## src/rtl/regfile_pkg.sv

```systemverilog
// Shared types and constants for the register-file write path.
package regfile_pkg;

   localparam int REG_ADDR_W = 5;
   localparam int REG_DATA_W = 32;
   localparam int NUM_REGS   = 32;

   // One buffered register write.
   typedef struct packed {
      logic [REG_ADDR_W-1:0] addr;
      logic [REG_DATA_W-1:0] data;
   } wb_entry_t;

   // One-hot register select, used to build the pending-write mask.
   function automatic logic [NUM_REGS-1:0] reg_onehot(input logic [REG_ADDR_W-1:0] a);
      reg_onehot = NUM_REGS'(1) << a;
   endfunction

endpackage

```

## src/rtl/regfile_wr_ctrl_if.sv

```systemverilog
// Producer-side handshake bundle for the write controller: the load-return
// channel and the ALU channel.
//
// Handshake: a result transfers on a rising clk edge where valid and ready are
// both high. The producer holds addr/data stable while valid is high; ready is
// computed by the controller from registered occupancy only and never looks at
// the valid of its own channel.
interface regfile_wr_ctrl_if;
   import regfile_pkg::*;

   logic                  ld_valid;
   logic                  ld_ready;
   logic [REG_ADDR_W-1:0] ld_waddr;
   logic [REG_DATA_W-1:0] ld_wdata;

   logic                  alu_valid;
   logic                  alu_ready;
   logic [REG_ADDR_W-1:0] alu_waddr;
   logic [REG_DATA_W-1:0] alu_wdata;

   // Producers (load unit, ALU).
   modport master (
      output ld_valid, ld_waddr, ld_wdata, alu_valid, alu_waddr, alu_wdata,
      input  ld_ready, alu_ready
   );

   // Write controller.
   modport slave (
      input  ld_valid, ld_waddr, ld_wdata, alu_valid, alu_waddr, alu_wdata,
      output ld_ready, alu_ready
   );

endinterface

```

## src/rtl/regfile_wr_ctrl_wb_fifo2i.sv

```systemverilog
// wb_fifo2i: DEPTH-entry in-order queue with two write ports and one read port.
// Port 0 is always the older of two same-cycle pushes; port 1 is only used
// together with port 0. The caller guarantees it never pushes more than the
// free space.
// Per-entry valid/addr outputs exist only when REGFILE_WR_SCOREBOARD_EN is
// defined, since only the pending-mask decoder consumes them.
module wb_fifo2i
   import regfile_pkg::*;
#(
   parameter int DEPTH = 4,
   parameter int CW    = $clog2(DEPTH + 1)
) (
   input  logic                    clk,
   input  logic                    rst,
   input  logic                    push0,
   input  wb_entry_t               ent0,
   input  logic                    push1,
   input  wb_entry_t               ent1,
   input  logic                    pop,
   output logic [CW-1:0]           count,
   output wb_entry_t               head
`ifdef REGFILE_WR_SCOREBOARD_EN
   ,
   output logic [DEPTH-1:0]                  ent_valid,
   output logic [DEPTH-1:0][REG_ADDR_W-1:0]  ent_addr
`endif
);

   localparam int PW = $clog2(DEPTH);

   wb_entry_t      mem [DEPTH];
   logic [PW-1:0]  wr_ptr;
   logic [PW-1:0]  rd_ptr;

   // Pointer and occupancy update; pointers wrap naturally at DEPTH.
   always_ff @(posedge clk or negedge rst) begin
      if (!rst) begin
         wr_ptr <= '0;
         rd_ptr <= '0;
         count  <= '0;
      end else begin
         wr_ptr <= wr_ptr + PW'(push0) + PW'(push1);
         rd_ptr <= rd_ptr + PW'(pop);
         count  <= count + CW'(push0) + CW'(push1) - CW'(pop);
      end
   end

   // Storage writes: port 0 at the tail, port 1 right behind it.
   always_ff @(posedge clk) begin
      if (push0) mem[wr_ptr] <= ent0;
      if (push1) mem[wr_ptr + PW'(1)] <= ent1;
   end

   assign head = mem[rd_ptr];

`ifdef REGFILE_WR_SCOREBOARD_EN
   // An entry is live when its distance from the head is below the count.
   always_comb begin
      ent_valid = '0;
      ent_addr  = '0;
      for (int i = 0; i < DEPTH; i++) begin
         ent_valid[i] = CW'(PW'(i) - rd_ptr) < count;
         ent_addr[i]  = mem[i].addr;
      end
   end
`endif

endmodule

```

## src/rtl/regfile_wr_ctrl.sv

```systemverilog
// regfile_wr_ctrl: owns the register file's single write port. Merges load and
// ALU results into an in-order queue and retires one write per cycle.
// Build option: REGFILE_WR_SCOREBOARD_EN enables the pending-write mask;
// without it pend_mask is tied to zero and the mask decoder is not built.
module regfile_wr_ctrl
   import regfile_pkg::*;
#(
   parameter int DEPTH = 4
) (
   input  logic                   clk,
   input  logic                   rst,
   regfile_wr_ctrl_if.slave       prod,
   output logic                   we,
   output logic [REG_ADDR_W-1:0]  waddr,
   output logic [REG_DATA_W-1:0]  wdata,
   output logic [NUM_REGS-1:0]    pend_mask,
   output logic                   q_full,
   output logic                   q_empty
);

   localparam int CW = $clog2(DEPTH + 1);

   logic [CW-1:0] count;
   logic [CW-1:0] free;
   wb_entry_t     head;
   wb_entry_t     ld_ent;
   wb_entry_t     alu_ent;
   wb_entry_t     ent0;
   logic          ld_keep;
   logic          alu_keep;
   logic          push0;
   logic          push1;

`ifdef REGFILE_WR_SCOREBOARD_EN
   logic [DEPTH-1:0]                 ent_valid;
   logic [DEPTH-1:0][REG_ADDR_W-1:0] ent_addr;
`endif

   // Readies come from registered occupancy; the load channel has priority
   // for the last free slot, so the ALU is the one throttled first.
   always_comb begin
      free           = CW'(DEPTH) - count;
      prod.ld_ready  = (free >= CW'(1));
      prod.alu_ready = (free >= CW'(2)) || ((free == CW'(1)) && !prod.ld_valid);
   end

   // Accept both handshakes, drop r0 writes, and compact survivors so the
   // load result (older) always lands on queue port 0.
   always_comb begin
      ld_ent   = '{addr: prod.ld_waddr,  data: prod.ld_wdata};
      alu_ent  = '{addr: prod.alu_waddr, data: prod.alu_wdata};
      ld_keep  = prod.ld_valid  && prod.ld_ready  && (prod.ld_waddr  != '0);
      alu_keep = prod.alu_valid && prod.alu_ready && (prod.alu_waddr != '0);
      push0    = ld_keep || alu_keep;
      push1    = ld_keep && alu_keep;
      ent0     = ld_keep ? ld_ent : alu_ent;
   end

   wb_fifo2i #(.DEPTH(DEPTH), .CW(CW)) u_fifo (
      .clk       (clk),
      .rst       (rst),
      .push0     (push0),
      .ent0      (ent0),
      .push1     (push1),
      .ent1      (alu_ent),
      .pop       (we),
      .count     (count),
      .head      (head)
`ifdef REGFILE_WR_SCOREBOARD_EN
      ,
      .ent_valid (ent_valid),
      .ent_addr  (ent_addr)
`endif
   );

   // Head of queue drives the write port; zeros when nothing is buffered.
   always_comb begin
      we      = (count != '0);
      waddr   = we ? head.addr : '0;
      wdata   = we ? head.data : '0;
      q_full  = (count == CW'(DEPTH));
      q_empty = (count == '0);
   end

`ifdef REGFILE_WR_SCOREBOARD_EN
   // Pending mask: union of destinations of all live entries; r0 never pends.
   always_comb begin
      pend_mask = '0;
      for (int i = 0; i < DEPTH; i++) begin
         if (ent_valid[i]) pend_mask = pend_mask | reg_onehot(ent_addr[i]);
      end
      pend_mask[0] = 1'b0;
   end
`else
   assign pend_mask = '0;
`endif

endmodule

```

## src/flat_wrapper.sv

```systemverilog
// flat-port wrapper written by rule: the top's interface ports become plain ports
module regfile_wr_ctrl_flat import regfile_pkg::*;
#(
   parameter int DEPTH = 4
)
  (clk, rst, we, waddr, wdata, pend_mask, q_full, q_empty, prod_ld_valid, prod_ld_waddr, prod_ld_wdata, prod_alu_valid, prod_alu_waddr, prod_alu_wdata, prod_ld_ready, prod_alu_ready);
  regfile_wr_ctrl_if prod_i ();
  input  logic clk;
  input  logic rst;
  output logic we;
  output logic [REG_ADDR_W-1:0] waddr;
  output logic [REG_DATA_W-1:0] wdata;
  output logic [NUM_REGS-1:0] pend_mask;
  output logic q_full;
  output logic q_empty;
  input wire logic [$bits(prod_i.ld_valid)-1:0] prod_ld_valid;
  input wire logic [$bits(prod_i.ld_waddr)-1:0] prod_ld_waddr;
  input wire logic [$bits(prod_i.ld_wdata)-1:0] prod_ld_wdata;
  input wire logic [$bits(prod_i.alu_valid)-1:0] prod_alu_valid;
  input wire logic [$bits(prod_i.alu_waddr)-1:0] prod_alu_waddr;
  input wire logic [$bits(prod_i.alu_wdata)-1:0] prod_alu_wdata;
  output wire logic [$bits(prod_i.ld_ready)-1:0] prod_ld_ready;
  output wire logic [$bits(prod_i.alu_ready)-1:0] prod_alu_ready;
  assign prod_i.ld_valid = prod_ld_valid;
  assign prod_i.ld_waddr = prod_ld_waddr;
  assign prod_i.ld_wdata = prod_ld_wdata;
  assign prod_i.alu_valid = prod_alu_valid;
  assign prod_i.alu_waddr = prod_alu_waddr;
  assign prod_i.alu_wdata = prod_alu_wdata;
  assign prod_ld_ready = prod_i.ld_ready;
  assign prod_alu_ready = prod_i.alu_ready;
  regfile_wr_ctrl #(.DEPTH(DEPTH)) u_core (.clk(clk), .rst(rst), .prod(prod_i), .we(we), .waddr(waddr), .wdata(wdata), .pend_mask(pend_mask), .q_full(q_full), .q_empty(q_empty));
endmodule
```

## config.mk

```make
export PLATFORM = sky130hd
export DESIGN_NAME = regfile_wr_ctrl_flat
export DESIGN_NICKNAME = d
export VERILOG_FILES = /design/src/rtl/regfile_pkg.sv /design/src/rtl/regfile_wr_ctrl_if.sv /design/src/rtl/regfile_wr_ctrl_wb_fifo2i.sv /design/src/rtl/regfile_wr_ctrl.sv /design/src/flat_wrapper.sv
export SDC_FILE = /design/constraint.sdc
export NUM_CORES = 1
export LEC_CHECK = 0
export CORE_MARGIN = 3
export CORE_UTILIZATION = 61
export DETAILED_ROUTE_END_ITERATION = 10
export DONT_BUFFER_PORTS = 1
export PLACE_DENSITY = 0.83
export SLEW_MARGIN = 40
export SYNTH_ARGS = -nofsm -noshare
export SYNTH_HDL_FRONTEND = slang
export SYNTH_SLANG_ARGS = --single-unit
```

## constraint.sdc

```tcl
create_clock -name clk -period 5.73 [get_ports clk]
set_input_delay 0.573 -clock clk [delete_from_list [all_inputs] [get_ports clk]]
set_output_delay 0.573 -clock clk [all_outputs]
set_load 0.01 [all_outputs]
```

==> impl_metrics.yaml, run 1 <==
status:
  outcome: "complete, no violations"
place:
  routabilityCongestion: 0.776
  placed_cell_area_sq_um: 8850
  io_buffers: 0
  hpwl_um: 10600
timing:
  rsz0062_at_grt: "false"
  min_period_ns: 3.88
  skew_ns: 0.00602
  finalSetupTns_ns: 0
  timing.fmax_mhz: 258
  post-route-period-util: 0.678
  setup_viol: 0
  hold_viol: 0
  worst_pin_slew_ns: 0.756
  relSlewSlack: 0.496
  final_max_slew_viol_count: 0
synth:
  avgSynthCellArea_sq_um: 17.8
  synth.distinct_cells: 34
  synth-edff-count: 148
  ys_seq_area_frac: 0.529
  synth_ff_type: "edfxtp_1"
  async_reset_ff_frac: 0.0452
  syn_inst: 490
  synth_area_sq_um: 8720
  ys_seq_elements: 155
  yosysWarningCount: 0
setup_path:
  regToRegStartpoint: "u_core.u_fifo.count[0]$_DFF_PN0_"
  worstSetupPathType: "flop to flop"
  r2r_cells: 12
  reg2reg_slack_ns: 1.85
  rr_endpoint: "u_core.u_fifo.count[2]$_DFF_PN0_"
  cp_top_family: "adder cells"
  worstPathMaxFanout: 6
  cp-start-kind: "flop"
  path_buf_inv: 2
  path_cells: "inv_1 -> ha_1 -> ha_1 -> or4b_1 -> o211a_2 -> nand3_1 -> ha_1 -> inv_1 -> fa_1 -> fa_1 -> xnor2_1 -> xnor2_1"
  slowest_stage: "ha_1"
  worstPathArrival_ns: 4.22
  max_stage_delay_ns: 0.46
  path_common_cell: "ha_1"
  endpoint_kind: "flop"
  crit_required_ns: 6.07
routing:
  first_pass_iters: 4
  antenna_left: 0
  drcViolationCount: 0
  drtIter0Drc: 217
  routed_wl_um: 16700
  avgViaCountPerCell: 6.12
  num_vias: 4228
  routedWlPerCell_um: 24.1
clock_tree:
  clock-sinks: 155
  cts_root_buf: "clkbuf_16"
  cts_htree_levels: 4
  cts_buffers: 17
  clk_path_buf_depth: 2
  clk_pin_slew_ns: 0.06
  insertion_delay_ns: 0.42
  post_cts_resize_count: 0
  cts_tree: "built"
power:
  leakagePower_nw: 3.58
  peakVddDrop_uv: 353
  power.density_nw_per_um2: 596
  p_total_mw: 5.62
flow_run:
  max_cap_viol_count: 0
min_path:
  min_from: "prod_alu_wdata[28]"
  hold_path_class: "primary input to flop"
  hold_end: "u_core.u_fifo.mem[0][28]$_DFFE_PP_"
  hold_depth: 1
cells_and_area:
  area_growth_syn_to_layout_pct: 8.02
  fillers: 908
  multi_input_area_sq_um: 3810
  drive_gt1_frac: 0.468
  n_antenna_cell: 0
  final_cell_area_sq_um: 9420
  fin_nets: 586
  ff_latch_area_sq_um: 4620
global_route:
  grt_overflow: 0
  grt_pass1_wl_um: 26300
  grt_start_max_net_pins: 40
  grt_pass1_vias: 4777
  grt_usage: 0.220
  antenna_found_initial: 0
die:
  io_pins: 152
  die_area_sq_um: 15800
  core-area_sq_um: 13900
  die_x_um: 126
  dieHeight_um: 126
  start_util: 0.626
  fp-row-count: 43
-- kinds of logic after synthesis --
family / share of synthesized area
muxes: 0.338
DFF: 0.529
buffers and inverters: 0.0538
and+or+nand+nor: 0.0381
AOI/OAI and AO/OA: 0.0191
adders and majority gates: 0.0169
xor gates and xnor gates: 0.00402
other: 0.000430
-- worst max-delay path by stage --
stage                                                start                                end  slack [ns]  cells after the start
final                     u_core.u_fifo.count[0]$_DFF_PN0_   u_core.u_fifo.count[2]$_DFF_PN0_        1.85                     12
after global routing      u_core.u_fifo.count[0]$_DFF_PN0_   u_core.u_fifo.count[2]$_DFF_PN0_        1.56                     12
after CTS                 u_core.u_fifo.count[0]$_DFF_PN0_   u_core.u_fifo.count[2]$_DFF_PN0_        1.67                     13
after detailed placement  u_core.u_fifo.count[0]$_DFF_PN0_   u_core.u_fifo.count[2]$_DFF_PN0_        1.68                     13
after global placement    u_core.u_fifo.count[0]$_DFF_PN0_   u_core.u_fifo.count[2]$_DFF_PN0_        1.92                     13
after floorplan           u_core.u_fifo.count[0]$_DFF_PN0_  u_core.u_fifo.mem[0][0]$_DFFE_PP_        1.52                      8
-- through the flow --
step | hold slack (ns) | utilization | cells | setup WS [ns]
floorplan | 0.277 | - | 521 | 1.52
CTS | 0.346 | 0.676 | 691 | 1.67
global placement | 0.278 | 0.629 | 654 | 1.92
global route | 0.348 | 0.676 | 691 | 1.56
finish | 0.365 | 0.676 | 691 | 1.85
detailed placement | 0.278 | 0.635 | 658 | 1.68
-- cell usage in the layout (no fill, tap or decap), types with 2 or more instances in the layout --
cell / netlist / layout
edfxtp_1: 148 / 148
mux2_4: 120 / 120
mux4_2: 37 / 37
and2_1: 37 / 37
conb_1: 1 / 32
mux2_2: 28 / 28
clkbuf_16: 0 / 17
inv_1: 11 / 11
buf_4: 32 / 9
ha_1: 7 / 7
clkinv_1: 0 / 5
dfrtp_1: 7 / 5
nand2_1: 4 / 4
o31ai_4: 4 / 4
nor4_1: 4 / 4
o22ai_4: 0 / 4
xnor2_1: 3 / 3
fa_1: 3 / 3
clkinvlp_4: 0 / 3
buf_8: 0 / 3
nand3_1: 2 / 2
bufinv_16: 0 / 2
clkinv_2: 0 / 2
-- report_power, final --
part,switching [mW],total (mW),internal [mW]
Clock,0.426,1.06,0.632
Sequential,0.179,2.08,1.90
Combinational,1.29,2.48,1.20
-- cell type report --
cell class,count,share of cell area
Inverter,11,0.00438
Sequential cell,155,0.491
Tap cell,180,0.0239
Multi-Input combinational cell,298,0.405
Clock inverter,14,0.0137
Clock buffer,18,0.0455
Timing Repair Buffer,15,0.0171
-- cell usage after synthesis (4+ instances only) --
master,number,share of area
mux4_2,37,0.096
nor4_1,4,0.0029
buf_4,32,0.028
buf_6,12,0.015
o31ai_4,4,0.0098
edfxtp_1,148,0.51
and2_1,37,0.027
clkbuf_1,9,0.0039
o22ai_1,4,0.0029
inv_1,11,0.0047
mux2_4,120,0.21
nand2_1,4,0.0017
ha_1,7,0.010
dfrtp_1,7,0.020
mux2_2,28,0.036
-- what timing repair did --
item | in CTS | in global routing
buffers inserted | 0 | 0
hold endpoints to repair | 7 | 0
hold buffers | 1 | 0
-- metal layers --
layer	routed length, um	vias to the layer above	track usage
li1	-	1863	-
met1	5690	2166	0.233
met2	9090	180	0.401
met3	1640	19	0.0786
met4	231	0	0.0797
met5	0	-	0
-- state kept, by name, summed over array words and instances, names as in the netlist --
| name | count |
|---|---|
| u_core.u_fifo.rd_ptr | 2 |
| u_core.u_fifo.mem | 148 |
| u_core.u_fifo.count | 3 |
| u_core.u_fifo.wr_ptr | 2 |
No activity file was read; power rests on OpenSTA's default activity.
==> inputs of run 2 (changes only) <==
Settings changed: ABC_AREA set to 1.
Clock period 5.73 ns to 3.8 ns, I/O delays scaled along.
==> impl_metrics.yaml, run 2 <==
status:
  outcome: "complete, no violations"
synth:
  synth.top_cells.by_count: "385 x nand2_1, 183 x nand4_1, 155 x nor2_1, 148 x edfxtp_1, 73 x o21ai_0"
  ys_seq_area_frac: 0.483
  syn_inst: 1180
  yosysMostFrequentCell: "nand2_1"
  synth_area_sq_um: 9570
  ys_seq_elements: 155
  synth_area_leaders: "edfxtp_1 46%, nand2_1 15%, nand4_1 12%"
  synth-edff-count: 148
  yosysTopAreaCellShare: 0.464
  synth_ff_type: "edfxtp_1"
  synth_top_cell_by_area: "edfxtp_1"
  async_reset_ff_frac: 0.0452
  avgSynthCellArea_sq_um: 8.11
  yosysWarningCount: 0
  synth.distinct_cells: 26
timing:
  post-route-period-util: 0.829
  min_period_ns: 3.15
  setup_viol: 0
  hold_viol: 0
  timing.fmax_mhz: 317
  worst_pin_slew_ns: 0.849
  holdWs_ns: 0.182
  rsz0062_at_grt: "false"
  skew_ns: 0.00583
  final_max_slew_viol_count: 0
  finalSetupTns_ns: 0
  relSlewSlack: 0.433
flow_run:
  max_cap_viol_count: 0
routing:
  avgViaCountPerCell: 6.23
  routed_wl_um: 25900
  routedWlPerCell_um: 19.3
  drcViolationCount: 0
  antenna_left: 0
  drtIter0Drc: 1080
  first_pass_iters: 7
  num_vias: 8336
setup_path:
  slowest_stage: "dfrtp_1"
  worstSetupPathType: "flop to flop"
  path_cells: "inv_1 -> ha_1 -> ha_2 -> nand2_1 -> nor2_2 -> nor2_4 -> nor2_8 -> nand2_1 -> ha_1 -> inv_1 -> fa_1 -> fa_1 -> xnor2_1 -> xor2_1"
  worstPathArrival_ns: 3.51
  crit_required_ns: 4.16
  cp_top_family: "adder cells"
  cp-start-kind: "flop"
  endpoint_kind: "flop"
  worstPathMaxFanout: 4
  max_stage_delay_ns: 0.43
  path_buf_inv: 2
clock_tree:
  cts_tree: "built"
  clk_pin_slew_ns: 0.06
  clock-sinks: 155
  cts_root_buf: "clkbuf_16"
  clk_path_buf_depth: 2
  post-cts-setup-buffers: 0
  insertion_delay_ns: 0.44
  cts_htree_levels: 4
  cts_buffers: 17
global_route:
  grt_pass1_vias: 7651
  grt_start_max_net_pins: 153
  grt_pass1_wl_um: 40100
  grt_overflow: 0
  antenna_found_initial: 0
  grt_usage: 0.292
cells_and_area:
  finish.utilization: 0.653
  area_growth_syn_to_layout_pct: 4.17
  n_antenna_cell: 0
  drive_gt1_frac: 0.0692
  max_flop_register: "u_core.u_fifo.mem"
  layout_common_cells: "381 x nand2_1, 183 x nand4_1, 152 x nor2_1, 148 x edfxtp_1, 73 x o21ai_0"
  final_cell_area_sq_um: 9970
  reg_top3: "u_core.u_fifo.mem (148), u_core.u_fifo.count (3)"
  fin_nets: 1205
  final_common_cell: "nand2_1"
  largest_reg_flops: 148
die:
  die_x_um: 131
  fp-row-count: 45
  die_area_sq_um: 17200
  io_pins: 152
  core-area_sq_um: 15300
  dieHeight_um: 131
  start_util: 0.627
place:
  placed_cell_area_sq_um: 9400
  routabilityCongestion: 0.845
  hpwl_um: 15100
  io_buffers: 0
power:
  power.density_nw_per_um2: 919
  leakagePower_nw: 4.20
  p_total_mw: 9.16
  peakVddDrop_uv: 670
min_path:
  hold_path_class: "primary input to flop"
run 2: metal layers:
| metal | vias to the layer above | GRT usage | wire length (um) |
|---|---|---|---|
| met2 | 565 | 0.489 | 12600 |
| li1 | 3884 | - | - |
| met1 | 3796 | 0.355 | 9260 |
| met5 | - | 0 | 0 |
| met4 | 0 | 0.151 | 902 |
| met3 | 91 | 0.0674 | 3050 |
run 2: repair_timing:
action / CTS / global route
hold endpoints to repair: 7 / 0
hold buffers: 1 / 0
gates resized for setup: 0 / 0
endpoints found under the setup margin: 0 / 0
run 2: area by class of cell:
class	count	area [sq um]
Sequential cell	155	4620
Inverter	20	77.6
Clock buffer	18	429
Timing Repair Buffer	25	244
Fill cell	1234	5290
Clock inverter	11	106
Tap cell	211	264
Multi-Input combinational cell	898	4230
run 2: cells by family (layout without fill, tap and decap cells):
kind of cell | Yosys count | after routing | synth area share
AO/OA/AOI/OAI | 111 | 111 | 0.0581
XOR/XNOR | 4 | 4 | 0.00366
adder cells (fa/ha/maj) | 10 | 10 | 0.0154
buffers and inverters | 158 | 74 | 0.0919
flip-flops | 155 | 155 | 0.483
other | 1 | 32 | 0.000392
AND/OR/NAND/NOR | 741 | 741 | 0.348
run 2: power by group:
group | total [mW] | internal [mW] | switching [mW]
clock network | 1.58 | 0.940 | 0.643
logic | 4.42 | 1.11 | 3.31
registers | 3.16 | 2.94 | 0.223
total | 9.16 | 4.99 | 4.17
run 2: worst reg2reg max path, cell delays in order (launching register included):
cell     delay (ns)
dfrtp_1        0.43
inv_1          0.10
ha_1           0.22
ha_2           0.35
nand2_1        0.07
nor2_2         0.12
nor2_4         0.07
nor2_8         0.12
nand2_1        0.11
ha_1           0.29
inv_1          0.05
fa_1           0.40
fa_1           0.39
xnor2_1        0.18
xor2_1         0.17
run 2: through the flow:
stage	worst slack, ns	std cells
floorplan	0.458	1211
global placement	0.767	1307
detailed placement	0.633	1307
CTS	0.632	1337
global route	0.465	1338
finish	0.650	1338
run 2: path summary, 6_finish.rpt:
check,startpoint,end,slack (ns),depth (start not counted)
setup / recovery,u_core.u_fifo.count[0]$_DFF_PN0_,u_core.u_fifo.count[2]$_DFF_PN0_,0.65,14
hold / removal,prod_alu_wdata[26],u_core.u_fifo.mem[2][26]$_DFFE_PP_,0.18,2
setup reg to reg,u_core.u_fifo.count[0]$_DFF_PN0_,u_core.u_fifo.count[2]$_DFF_PN0_,0.65,14
hold reg to reg,u_core.u_fifo.count[2]$_DFF_PN0_,u_core.u_fifo.count[2]$_DFF_PN0_,0.53,1
max in group asynchronous,rst,u_core.u_fifo.rd_ptr[0]$_DFF_PN0_,3.24,1
min in group asynchronous,rst,u_core.u_fifo.wr_ptr[0]$_DFF_PN0_,0.28,1
==> inputs of run 3 (changes only) <==
Clock period 3.8 ns to 3 ns, I/O delays scaled along.
==> impl_metrics.yaml, run 3 (synthesis results as in run 2) <==
setup_path:
  r2r_cells: 14
  worstPathArrival_ns: 3.25
  rr_endpoint: "u_core.u_fifo.count[2]$_DFF_PN0_"
  worstSetupPathType: "flop to flop"
  worstPathMaxFanout: 4
  cp-start-kind: "flop"
  crit_required_ns: 3.35
  reg2reg_slack_ns: 0.09
  regToRegStartpoint: "u_core.u_fifo.count[1]$_DFF_PN0_"
  endpoint_kind: "flop"
clock_tree:
  cts_buffers: 17
  cts_tree: "built"
  clk_pin_slew_ns: 0.06
  insertion_delay_ns: 0.43
  cts_root_buf: "clkbuf_16"
  clk_path_buf_depth: 2
  cts_htree_levels: 4
  clock-sinks: 155
place:
  routabilityCongestion: 0.849
  io_buffers: 0
  hpwl_um: 15500
  placed_cell_area_sq_um: 9540
  dp_slack_ns: 0.104
global_route:
  grt_overflow: 0
  busiest_layer: "met2"
  met1_usage: 0.383
  grt_usage: 0.310
  globalRouteMet3Util: 0.0628
  grt_pass1_wl_um: 42100
  antenna_found_initial: 0
  grt_pass1_vias: 7939
  grt_start_max_net_pins: 153
  grtUsageMet2: 0.536
die:
  fp-row-count: 45
  core-area_sq_um: 15300
  io_pins: 152
  die_area_sq_um: 17200
  die_x_um: 131
  dieHeight_um: 131
  start_util: 0.627
cells_and_area:
  largest_reg_flops: 148
  drive_gt1_frac: 0.0834
  layout_common_cells: "379 x nand2_1, 183 x nand4_1, 152 x nor2_1, 148 x edfxtp_1, 73 x o21ai_0"
  n_antenna_cell: 0
  final_cell_area_sq_um: 10100
  area_growth_syn_to_layout_pct: 5.89
  reg_top3: "u_core.u_fifo.mem (148), u_core.u_fifo.count (3)"
  max_flop_register: "u_core.u_fifo.mem"
  fin_nets: 1216
  final_common_cell: "nand2_1"
timing:
  hold_viol: 0
  final_max_slew_viol_count: 0
  finalSetupTns_ns: 0
  relSlewSlack: 0.479
  min_period_ns: 2.91
  setup_viol: 0
  fin_ws_ns: 0.0944
  skew_ns: 0.00594
  worst_pin_slew_ns: 0.782
  timing.fmax_mhz: 344
  holdWs_ns: 0.110
  post-route-period-util: 0.969
flow_run:
  max_cap_viol_count: 0
power:
  peakVddDrop_uv: 760
  power.density_nw_per_um2: 1190
  leakagePower_nw: 4.27
  p_total_mw: 12.0
routing:
  antenna_left: 0
  drcViolationCount: 0
  first_pass_iters: 6
  routedWlPerCell_um: 20.3
  drtIter0Drc: 1249
  routed_wl_um: 27400
  num_vias: 8489
  avgViaCountPerCell: 6.29
min_path:
  min_from: "prod_alu_wdata[26]"
  hold_depth: 2
  hold_path_class: "primary input to flop"
  hold_end: "u_core.u_fifo.mem[1][26]$_DFFE_PP_"
status:
  outcome: "complete, no violations"
run 3: cell count changes in the layout (fill, tap and decap cells not counted), sizes merged:
cell and delta:
clkbuf +2, bufinv +1, buf +11, clkinv -2
run 3: repair_timing:
item,in CTS,in global routing
hold endpoints to repair,7,0
setup buffers,0,0
hold buffers,1,0
resized for setup,0,3
endpoints found under the setup margin,0,217
run 3: metal layers:
layer,vias to the layer above,routed length (um)
met1,3873,9660
met4,0,755
met3,89,3390
met5,-,0
li1,3915,-
met2,612,13500
run 3: final cells by class:
type	instances	area (sq um)
clock inverters	10	126
flip-flops and latches	155	4620
inverters	20	75.1
clock buffers	20	437
well taps	211	264
fillers	1225	5130
repair buffers	36	350
multi-input cells	898	4260
run 3: where the power goes:
| part | total (mW) | switching, mW | internal [mW] |
|---|---|---|---|
| clock network | 2.10 | 0.818 | 1.29 |
| registers | 4.03 | 0.318 | 3.72 |
| logic | 5.89 | 4.31 | 1.58 |
| total | 12.0 | 5.44 | 6.58 |
run 3: worst max-delay path, stage by stage, from the launching register on:
cell     delay, ns
dfrtp_1       0.42
inv_2         0.09
ha_4          0.18
ha_4          0.27
nand2_1       0.09
nor2_2        0.15
nor2_4        0.08
nor2_8        0.13
nand2_2       0.08
ha_1          0.27
inv_1         0.05
fa_2          0.35
fa_2          0.35
xnor2_1       0.17
xor2_1        0.16
run 3: worst max-delay path by stage:
stage / from / end / slack (ns) / cells past startpoint
finish: u_core.u_fifo.count[1]$_DFF_PN0_ / u_core.u_fifo.count[2]$_DFF_PN0_ / 0.09 / 14
detailed placement: u_core.u_fifo.count[1]$_DFF_PN0_ / u_core.u_fifo.mem[1][8]$_DFFE_PP_ / 0.10 / 12
global route: u_core.u_fifo.count[1]$_DFF_PN0_ / u_core.u_fifo.count[2]$_DFF_PN0_ / -0.02 / 14
CTS: u_core.u_fifo.count[1]$_DFF_PN0_ / u_core.u_fifo.mem[1][8]$_DFFE_PP_ / 0.08 / 12
global placement: u_core.u_fifo.count[1]$_DFF_PN0_ / u_core.u_fifo.mem[2][20]$_DFFE_PP_ / 0.22 / 11
floorplan: u_core.u_fifo.count[0]$_DFF_PN0_ / u_core.u_fifo.count[2]$_DFF_PN0_ / -0.04 / 17
run 3: metrics by stage:
step | util | instances
global placement | 0.625 | 1319
floorplan | - | 1211
global route | 0.664 | 1350
CTS | 0.663 | 1350
finish | 0.664 | 1350
detailed placement | 0.625 | 1319
